==> config.mk <==
export PLATFORM = sky130hd
export DESIGN_NAME = seg7_scan_decoder
export DESIGN_NICKNAME = d
export VERILOG_FILES = /design/src/rtl/seg7_pkg.sv /design/src/rtl/seg7_pattern_decode.sv /design/src/rtl/seg7_scan_decoder.sv
export SDC_FILE = /design/constraint.sdc
export NUM_CORES = 1
export LEC_CHECK = 0
export BUFFER_PORTS_ARGS = -buffer_cell sky130_fd_sc_hd__buf_2
export CAP_MARGIN = 15
export CORE_MARGIN = 10
export CORE_UTILIZATION = 54
export CTS_CLUSTER_SIZE = 10
export DETAILED_ROUTE_END_ITERATION = 16
export HOLD_SLACK_MARGIN = 0.15
export PLACE_DENSITY = 0.78
export SLEW_MARGIN = 20
export SYNTH_ARGS = -nofsm -noshare
export SYNTH_HDL_FRONTEND = slang
export SYNTH_SLANG_ARGS = --single-unit
==> constraint.sdc <==
create_clock -name clk -period 2 [get_ports clk]
set_input_delay 0.1 -clock clk [delete_from_list [all_inputs] [get_ports clk]]
set_output_delay 0.1 -clock clk [all_outputs]
set_load 0.02 [all_outputs]
==> src/rtl/seg7_pkg.sv <==
// Shared constants and types for the 7-segment bus readback logic.
// Segment patterns are ordered {a,b,c,d,e,f,g} and are active-low (0 = lit).
package seg7_pkg;

    localparam logic [6:0] SEG_0     = 7'b0000001;
    localparam logic [6:0] SEG_1     = 7'b1001111;
    localparam logic [6:0] SEG_2     = 7'b0010010;
    localparam logic [6:0] SEG_3     = 7'b0000110;
    localparam logic [6:0] SEG_4     = 7'b1001100;
    localparam logic [6:0] SEG_5     = 7'b0100100;
    localparam logic [6:0] SEG_6     = 7'b0100000;
    localparam logic [6:0] SEG_7     = 7'b0001111;
    localparam logic [6:0] SEG_8     = 7'b0000000;
    localparam logic [6:0] SEG_9     = 7'b0000100;
    localparam logic [6:0] SEG_BLANK = 7'b1111111;

    localparam logic [3:0] BCD_BLANK = 4'hF;
    localparam logic [3:0] BCD_ERR   = 4'hE;

    typedef enum logic [1:0] {
        IDLE,
        TRACK,
        HELD
    } scan_state_t;

endpackage

==> src/rtl/seg7_pattern_decode.sv <==
// Combinational inverse of the BCD-to-7-segment encoder.
// Maps an active-low {a..g} pattern to its BCD code; the blank pattern maps to
// BCD_BLANK and anything unrecognised maps to BCD_ERR with err raised.
module seg7_pattern_decode
    import seg7_pkg::*;
(
    input  logic [6:0] seg,
    output logic [3:0] code,
    output logic       err,
    output logic       blank
);

    // Table lookup; defaults describe the unrecognised-pattern case.
    always_comb begin
        code  = BCD_ERR;
        err   = 1'b1;
        blank = 1'b0;
        case (seg)
            SEG_0:     begin code = 4'd0; err = 1'b0; end
            SEG_1:     begin code = 4'd1; err = 1'b0; end
            SEG_2:     begin code = 4'd2; err = 1'b0; end
            SEG_3:     begin code = 4'd3; err = 1'b0; end
            SEG_4:     begin code = 4'd4; err = 1'b0; end
            SEG_5:     begin code = 4'd5; err = 1'b0; end
            SEG_6:     begin code = 4'd6; err = 1'b0; end
            SEG_7:     begin code = 4'd7; err = 1'b0; end
            SEG_8:     begin code = 4'd8; err = 1'b0; end
            SEG_9:     begin code = 4'd9; err = 1'b0; end
            SEG_BLANK: begin code = BCD_BLANK; err = 1'b0; blank = 1'b1; end
            default:   ;
        endcase
    end

endmodule

==> src/rtl/seg7_scan_decoder.sv <==
// Passive monitor for a multiplexed common-anode 7-segment bus.
// A (seg, dig_en) sample must be held for STABLE_CYC consecutive clocks with
// exactly one anode enabled before it is captured into that digit's register;
// each such dwell produces exactly one capture and one upd pulse.
module seg7_scan_decoder
    import seg7_pkg::*;
#(
    parameter int NDIG       = 4,
    parameter int STABLE_CYC = 4
) (
    input  logic                clk,
    input  logic                rst,
    input  logic [7:0]          seg,
    input  logic [NDIG-1:0]     dig_en,
    output logic [4*NDIG-1:0]   bcd,
    output logic [NDIG-1:0]     dp_out,
    output logic [NDIG-1:0]     err,
    output logic                upd,
    output logic                frame_done
);

    localparam int               CNT_W   = $clog2(STABLE_CYC + 1);
    localparam logic [CNT_W-1:0] CNT_ONE = CNT_W'(1);
    localparam logic [CNT_W-1:0] CNT_MAX = CNT_W'(STABLE_CYC);
    localparam logic [CNT_W-1:0] CNT_CAP = CNT_W'(STABLE_CYC - 1);

    scan_state_t       state;
    logic [CNT_W-1:0]  cnt;
    logic [7:0]        seg_p1;
    logic [NDIG-1:0]   en_p1;
    logic [NDIG-1:0]   seen;

    logic [NDIG-1:0]   sel;
    logic              sample_ok;
    logic              same;
    logic              capture;
    logic [3:0]        dec_code;
    logic              dec_err;
    logic              dec_blank;
    logic [3:0]        cap_code;

    // sel is one-hot exactly when a single anode is driven low.
    assign sel       = ~dig_en;
    assign sample_ok = (sel != '0) && ((sel & (sel - NDIG'(1))) == '0);
    assign same      = (seg == seg_p1) && (dig_en == en_p1);

    // The capture fires on the edge where the dwell reaches STABLE_CYC samples.
    assign capture   = sample_ok && (state == TRACK) && same && (cnt == CNT_CAP);

    seg7_pattern_decode u_decode (
        .seg   (seg[7:1]),
        .code  (dec_code),
        .err   (dec_err),
        .blank (dec_blank)
    );

    assign cap_code = dec_blank ? BCD_BLANK : dec_code;

    // ---- stage p1: previous-cycle copy of the bus for the stability compare
    // Keep last cycle's bus sample; only ever compared while tracking, so no reset.
    always_ff @(posedge clk) begin
        seg_p1 <= seg;
        en_p1  <= dig_en;
    end

    // Stability FSM: counts identical valid samples, saturating once captured.
    always_ff @(posedge clk) begin
        if (rst) begin
            state <= IDLE;
            cnt   <= '0;
        end else if (!sample_ok) begin
            state <= IDLE;
            cnt   <= '0;
        end else begin
            case (state)
                IDLE: begin
                    state <= TRACK;
                    cnt   <= CNT_ONE;
                end
                TRACK: begin
                    if (!same) begin
                        cnt <= CNT_ONE;
                    end else if (cnt == CNT_CAP) begin
                        state <= HELD;
                        cnt   <= CNT_MAX;
                    end else begin
                        cnt <= cnt + CNT_ONE;
                    end
                end
                HELD: begin
                    if (!same) begin
                        state <= TRACK;
                        cnt   <= CNT_ONE;
                    end
                end
                default: begin
                    state <= IDLE;
                    cnt   <= '0;
                end
            endcase
        end
    end

    // Digit register file, seen mask and the registered update/frame pulses.
    always_ff @(posedge clk) begin
        if (rst) begin
            bcd        <= {NDIG{BCD_BLANK}};
            dp_out     <= '0;
            err        <= '0;
            seen       <= '0;
            upd        <= 1'b0;
            frame_done <= 1'b0;
        end else begin
            upd        <= capture;
            frame_done <= 1'b0;
            if (capture) begin
                for (int i = 0; i < NDIG; i++) begin
                    if (sel[i]) begin
                        bcd[4*i +: 4] <= cap_code;
                        err[i]        <= dec_err;
                        dp_out[i]     <= ~seg[0];
                    end
                end
                if ((seen | sel) == '1) begin
                    seen       <= '0;
                    frame_done <= 1'b1;
                end else begin
                    seen <= seen | sel;
                end
            end
        end
    end

endmodule

Word-level counts from Yosys, hierarchy flattened

Cells that the tools add are included.
W data, S select, Z words.

Register bits: 47
Input bits: 14
Word-level logic and storage cells: 77

Add/sub/neg operators: 2
Equality and inequality tests: 19
Muxes and demuxes: 14
Bitwise gates (word level): 6
Reduce and logical (&&, ||, !) cells: 17

Operator list:

| cell                 | count |
|---|---|
| $pmux W4 S11         | 1 |
| $eq A7 B7 Y1 const B | 3 |
| $eq A7 B3 Y1 const B | 2 |
| $eq A7 B6 Y1 const B | 2 |
| $reduce_or A11 Y1    | 1 |
| $mux W3              | 3 |
| $pmux W3 S3          | 1 |
| $eq A8 B8 Y1         | 1 |
| $mux W4              | 2 |
| $reduce_and A2 Y1    | 4 |
| $eq A7 B1 Y1 const B | 1 |
| $eq A7 B4 Y1 const B | 1 |
| $eq A7 B5 Y1 const B | 1 |
| $logic_not A7 Y1     | 1 |
| $mux W2              | 3 |
| $pmux W2 S3          | 1 |
| $logic_and A1 B1 Y1  | 5 |
| $and A4 B4 Y4        | 1 |
| $eq A4 B4 Y1         | 1 |
| $eq A4 B4 Y1 const B | 1 |
| $logic_not A4 Y1     | 1 |
| $ne A2 B2 Y1 const B | 2 |
| $not A4 Y4           | 1 |
| $or A4 B4 Y4         | 1 |
| 12 further kinds     | 17 |

Logic depth before layout (Yosys ltp)

Depth after elaboration: 10
Mapped depth: 8
Mapped depth without buffers: 6

Modules after synthesis

From an unflattened synthesis, not the netlist that was laid out.

Cells, all modules: 209
Area total of the unflattened synthesis: 2084.5 sq um

By module, submodules not included:

| module              | instances | cells an instance | area each (sq um) | sequential area each (sq um) |
|---|---|---|---|---|
| seg7_scan_decoder   | 1         | 171               | 1813.0            | 940.9 |
| seg7_pattern_decode | 1         | 38                | 271.5             | 0.0 |

Worst setup path after synthesis

Ideal clock, no wire load.

Path type: register -> register
From: reg cnt[0]
To: reg dp_out[0]
Data arrival time: 1.481 ns
Data required time: 1.914 ns
Path slack: 0.433 ns
Cell stages (with the launch flop): 7
Path buffers: 1
Cell sequence: dfxtp_1 -> ha_1 -> ha_1 -> and3b_1 -> and3_1 -> buf_2 -> a211oi_1

Word-level cells in the longest chain between the ends: 3

RTL lines:

| element                            | line                     | RTL |
|---|---|---|
| from (decl)                        | seg7_scan_decoder.sv:28  | `logic [CNT_W-1:0] cnt;` |
| from (signal assigned)             | seg7_scan_decoder.sv:87  | `cnt <= cnt + CNT_ONE;` |
| $eq A3 B2 Y1                       | seg7_scan_decoder.sv:48  | `assign capture = sample_ok && (state == TRACK) && same && (cnt == CNT_CAP);` |
| $logic_and A1 B1 Y1                | seg7_scan_decoder.sv:48  |  |
| $reduce_and A2 Y1 (no source line) | --                       |  |
| to (signal, indexed assignment)    | seg7_scan_decoder.sv:121 | `dp_out[i] <= ~seg[0];` |
| to (decl)                          | seg7_scan_decoder.sv:16  | `output logic [NDIG-1:0] dp_out,` |

No other way between the ends.
A chain may end at the register's enable or synchronous reset.

Final worst setup path

From: in dig_en[2]
To: reg bcd[8]

Word-level cells in the longest chain between the ends: 9
Elaborated cells between the ends (all ways): 12

RTL lines:

| element                              | line                     | RTL |
|---|---|---|
| from (decl)                          | seg7_scan_decoder.sv:14  | `input logic [NDIG-1:0] dig_en,` |
| $not A4 Y4                           | seg7_scan_decoder.sv:43  | `assign sel = ~dig_en;` |
| $sub A4 B1 Y4                        | seg7_scan_decoder.sv:44  | `assign sample_ok = (sel != '0) && ((sel & (sel - NDIG'(1))) == '0);` |
| $and A4 B4 Y4                        | seg7_scan_decoder.sv:44  |  |
| $logic_not A4 Y1                     | seg7_scan_decoder.sv:44  |  |
| $logic_and A1 B1 Y1                  | seg7_scan_decoder.sv:44  |  |
| $logic_and A1 B1 Y1 (3 in a row)     | seg7_scan_decoder.sv:48  |  |
| $reduce_and A2 Y1 (no source line) * | --                       |  |
| to (signal assigned)                 | seg7_scan_decoder.sv:107 | `bcd <= {NDIG{BCD_BLANK}};` |
| to (signal, indexed assignment)      | seg7_scan_decoder.sv:119 | `bcd[4*i +: 4] <= cap_code;` |
| to (decl)                            | seg7_scan_decoder.sv:15  | `output logic [4*NDIG-1:0] bcd,` |

Every way passes the cells marked *; elsewhere a longest branch is shown, timed or not.

==> impl_results.md <==
- Synth warn: 0
- Pre-CTS setup slack: ~0.19 ns
- CTS Sinks: 47
- Worst vdd ir: about 440 uV
- Post-synthesis cell count: approximately 220
- Most common cell in the netlist: dfxtp_1
- CTS clock-pin slew for the worst setup and hold paths: 0.08 ns
- Mapped Avg Cell Area: approximately 9.7 um^2
- Tot GR Track Use: 13.7%
- Worst setup path start: dig_en[2]
- Grt total ovfl: 0
- Slowest stage delay, CP: roughly 0.53 ns
- Max-Slew Margin vs Limit: approximately two thirds
- Starting density of the core: 57.4%
- Detailed-route via count: about 1.7k
- Final Hold Viols: 0
- Ys flop type: dfxtp_1
- Area growth syn-to-layout: 19.5%
- Antenna cells: 0
- Cell area after synthesis: roughly 2100 um^2
- Setup-failing EPs final: 0
- Leak: 0.937 nW
- Final Worst Setup Slack: roughly 0.15 ns
- Root Buffer: clkbuf_8
- CTS H-tree lvls: 2
- Int Pwr: 1.34 mW
- CTS tree: yes
- Hold_sp: rst
- Clk_skew: about 0.0024 ns
- Reg power frac: between 50% and 60%
- Synth area leaders: dfxtp_1 44%, mux2i_1 9.8%, xnor2_1 5.7%
- CP Cell Sequence: dlygate4sd3_1 -> buf_2 -> xnor2_1 -> nand4_1 -> nor3_4 -> and4_2 -> mux2i_1
- Row count: 22
- Initial antenna violation count: 0
- First-pass GRT wire length: 8250 um
- Final WL: 4800 um
- Nature of the critical path endpoint: flop
- Port-buffer cells: 39
- Post-synth top area cell: dfxtp_1
- CTS buffer count: 5
- Switching share of power: 22.9%
- Die width: about 83 um
- # IOs: 40
- Pwr Total: 1.73 mW
- GP Congestion: roughly 0.86
- P_sw: just under 0.4 mW
- Post-DRT Antenna Nets: 0
- Startpoint types: input port
- Vias per inst: about 5.5
- Initial DRC count: ~140
- Layout cells sized above 1: 22.6%
- Status: finished clean
- Register bit total from synthesis: 47
- Fin nets: 281
- Post-synth EDFFs: 0
- Drt wl/cell: roughly 15 um
- Final core utilization: 68.6%
- Vias in the first global route: approximately 1.7k
- Cell family with most CP delay: simple AND/OR/NAND/NOR gates
- Post-synth ARST share: 0%
- Detailed placement HPWL: 3370 um
- Synth top area share: between 40% and 50%
- Crit Path Max Fanout: 7
- Post-synthesis net count: roughly 240
- Clock Power Share: about a third
- Clock Latency Late Sink: about 0.29 ns
- Clock tree buffer depth: 2
- Crit-path slowest cell: dlygate4sd3_1
- RSZ-0062 raised after global routing: no
- Max capacitance violation total: 0
- Largest net degree at the start of global routing: 26
- Gate power share: under 10%
- Post-synth cell types: 49
- Cell Pwr Density: slightly below 700 nW/um^2
- Die height: a little over 80 um
- RR Startpoint: cnt[0]
- Max-slew violations: 0
- Min Tclk post-route: 1.85 ns
- Worst slew pin tran: between 0.4 and 0.5 ns
- CP Data Required Time: between 2 and 2.5 ns
- Period Utilization, post-route: roughly 93%
- Sum Neg Setup Slack: 0 ns
- Critical path type: in -> reg
- Worst Path Buf+Inv: 2
- FMAX: roughly 0.54 GHz
- Seq/Total Area, Yosys: a little over two fifths
- Hold Path Class: in -> reg
- DRC: 0
- Core Region: between 3000 and 4000 um^2
- Arrival @ worst endpoint: roughly 2.1 ns
- Total Die Area: 6900 um^2
- Commonest cells in the netlist: 47 x dfxtp_1, 26 x nor2_1, 21 x mux2i_1
- Drt first pass iters: 4
==> worst paths after layout <==
check / slack [ns] / end / depth (start not counted)
min: 0.32 / bcd[10] / 3
max reg2reg: 0.29 / seen[0] / 6
min reg2reg: 0.46 / err[0] / 2
max: 0.15 / bcd[8] / 7
==> sequential cells by signal (all words and copies together), names as in the netlist <==
name	flops
state	2
dp_out	4
bcd	16
err	4
frame_done	1
upd	1
seg_p1	8
cnt	3
en_p1	4
seen	4
==> metrics by stage <==
stage               instance area, um^2  instances  hold slack (ns)
finish                             2570        314            0.318
global route                       2570        314            0.342
CTS                                2550        314            0.310
detailed placement                 2330        294            0.285
global placement                   2330        294            0.284
floorplan                          2150        221            0.128
==> kinds of logic after synthesis <==
kind of cell | synth area share [%]
and+or+nand+nor | 19.6
DFF | 43.8
AOI/OAI and AO/OA | 14.2
buffers and inverters | 5.82
muxes | 9.78
xor gates and xnor gates | 5.70
adders and majority gates | 1.16
==> timing repair <==
action                                  4_1_cts  5_1_grt
endpoints found under the setup margin        0       22
hold buffers                                 12        0
buffers inserted                              0        0
gates resized for setup                       0        5
endpoints found under the hold margin        16        0
==> cells in the final DEF (no fill, tap or decap), drive strengths merged, types with 3 or more instances in the layout <==
cell type / Yosys / layout
o21ai: 3 / 3
a31oi: 3 / 3
inv: 8 / 8
clkbuf: 6 / 8
a21oi: 3 / 3
mux2i: 21 / 21
dfxtp: 47 / 47
nor3: 8 / 8
xnor2: 14 / 14
a211oi: 8 / 8
nand2: 8 / 8
nor3b: 4 / 4
o21a: 5 / 5
buf: 11 / 42
dlygate4sd3: 0 / 12
nand4: 4 / 4
nor2: 26 / 26
nor4: 3 / 3
==> metal layers <==
metal | share of wire [%] | GRT usage (%)
met5 | 0 | 0
met1 | 47 | 17.6
met4 | 0.83 | 4.00
met2 | 45 | 20.9
met3 | 6.6 | 4.59
==> worst reg2reg max path: cells and delay by family, from the launching register on <==
kind                       cells  cell delay, ns
and+or+nand+nor                2            0.43
adders and majority gates      2            0.45
DFF                            1            0.35
AOI/OAI and AO/OA              2            0.37
==> layout make-up <==
type	count	area [um^2]
well taps	48	60.1
clock buffers	8	100
inverters	8	30.0
fillers	304	1170
repair buffers	54	338
flip-flops and latches	47	941
multi-input cells	149	1100
==> power by group through the flow <==
stage | combinational [mW] | sequential (mW) | clock (mW)
floorplan | 0.108 | 0.978 | 0
global placement | 0.142 | 0.980 | 0
detailed placement | 0.143 | 0.981 | 0
CTS | 0.162 | 0.959 | 0.624
global route | 0.182 | 0.960 | 0.664
finish | 0.164 | 0.959 | 0.611
Note: power is estimated with default switching activity, not from simulation.
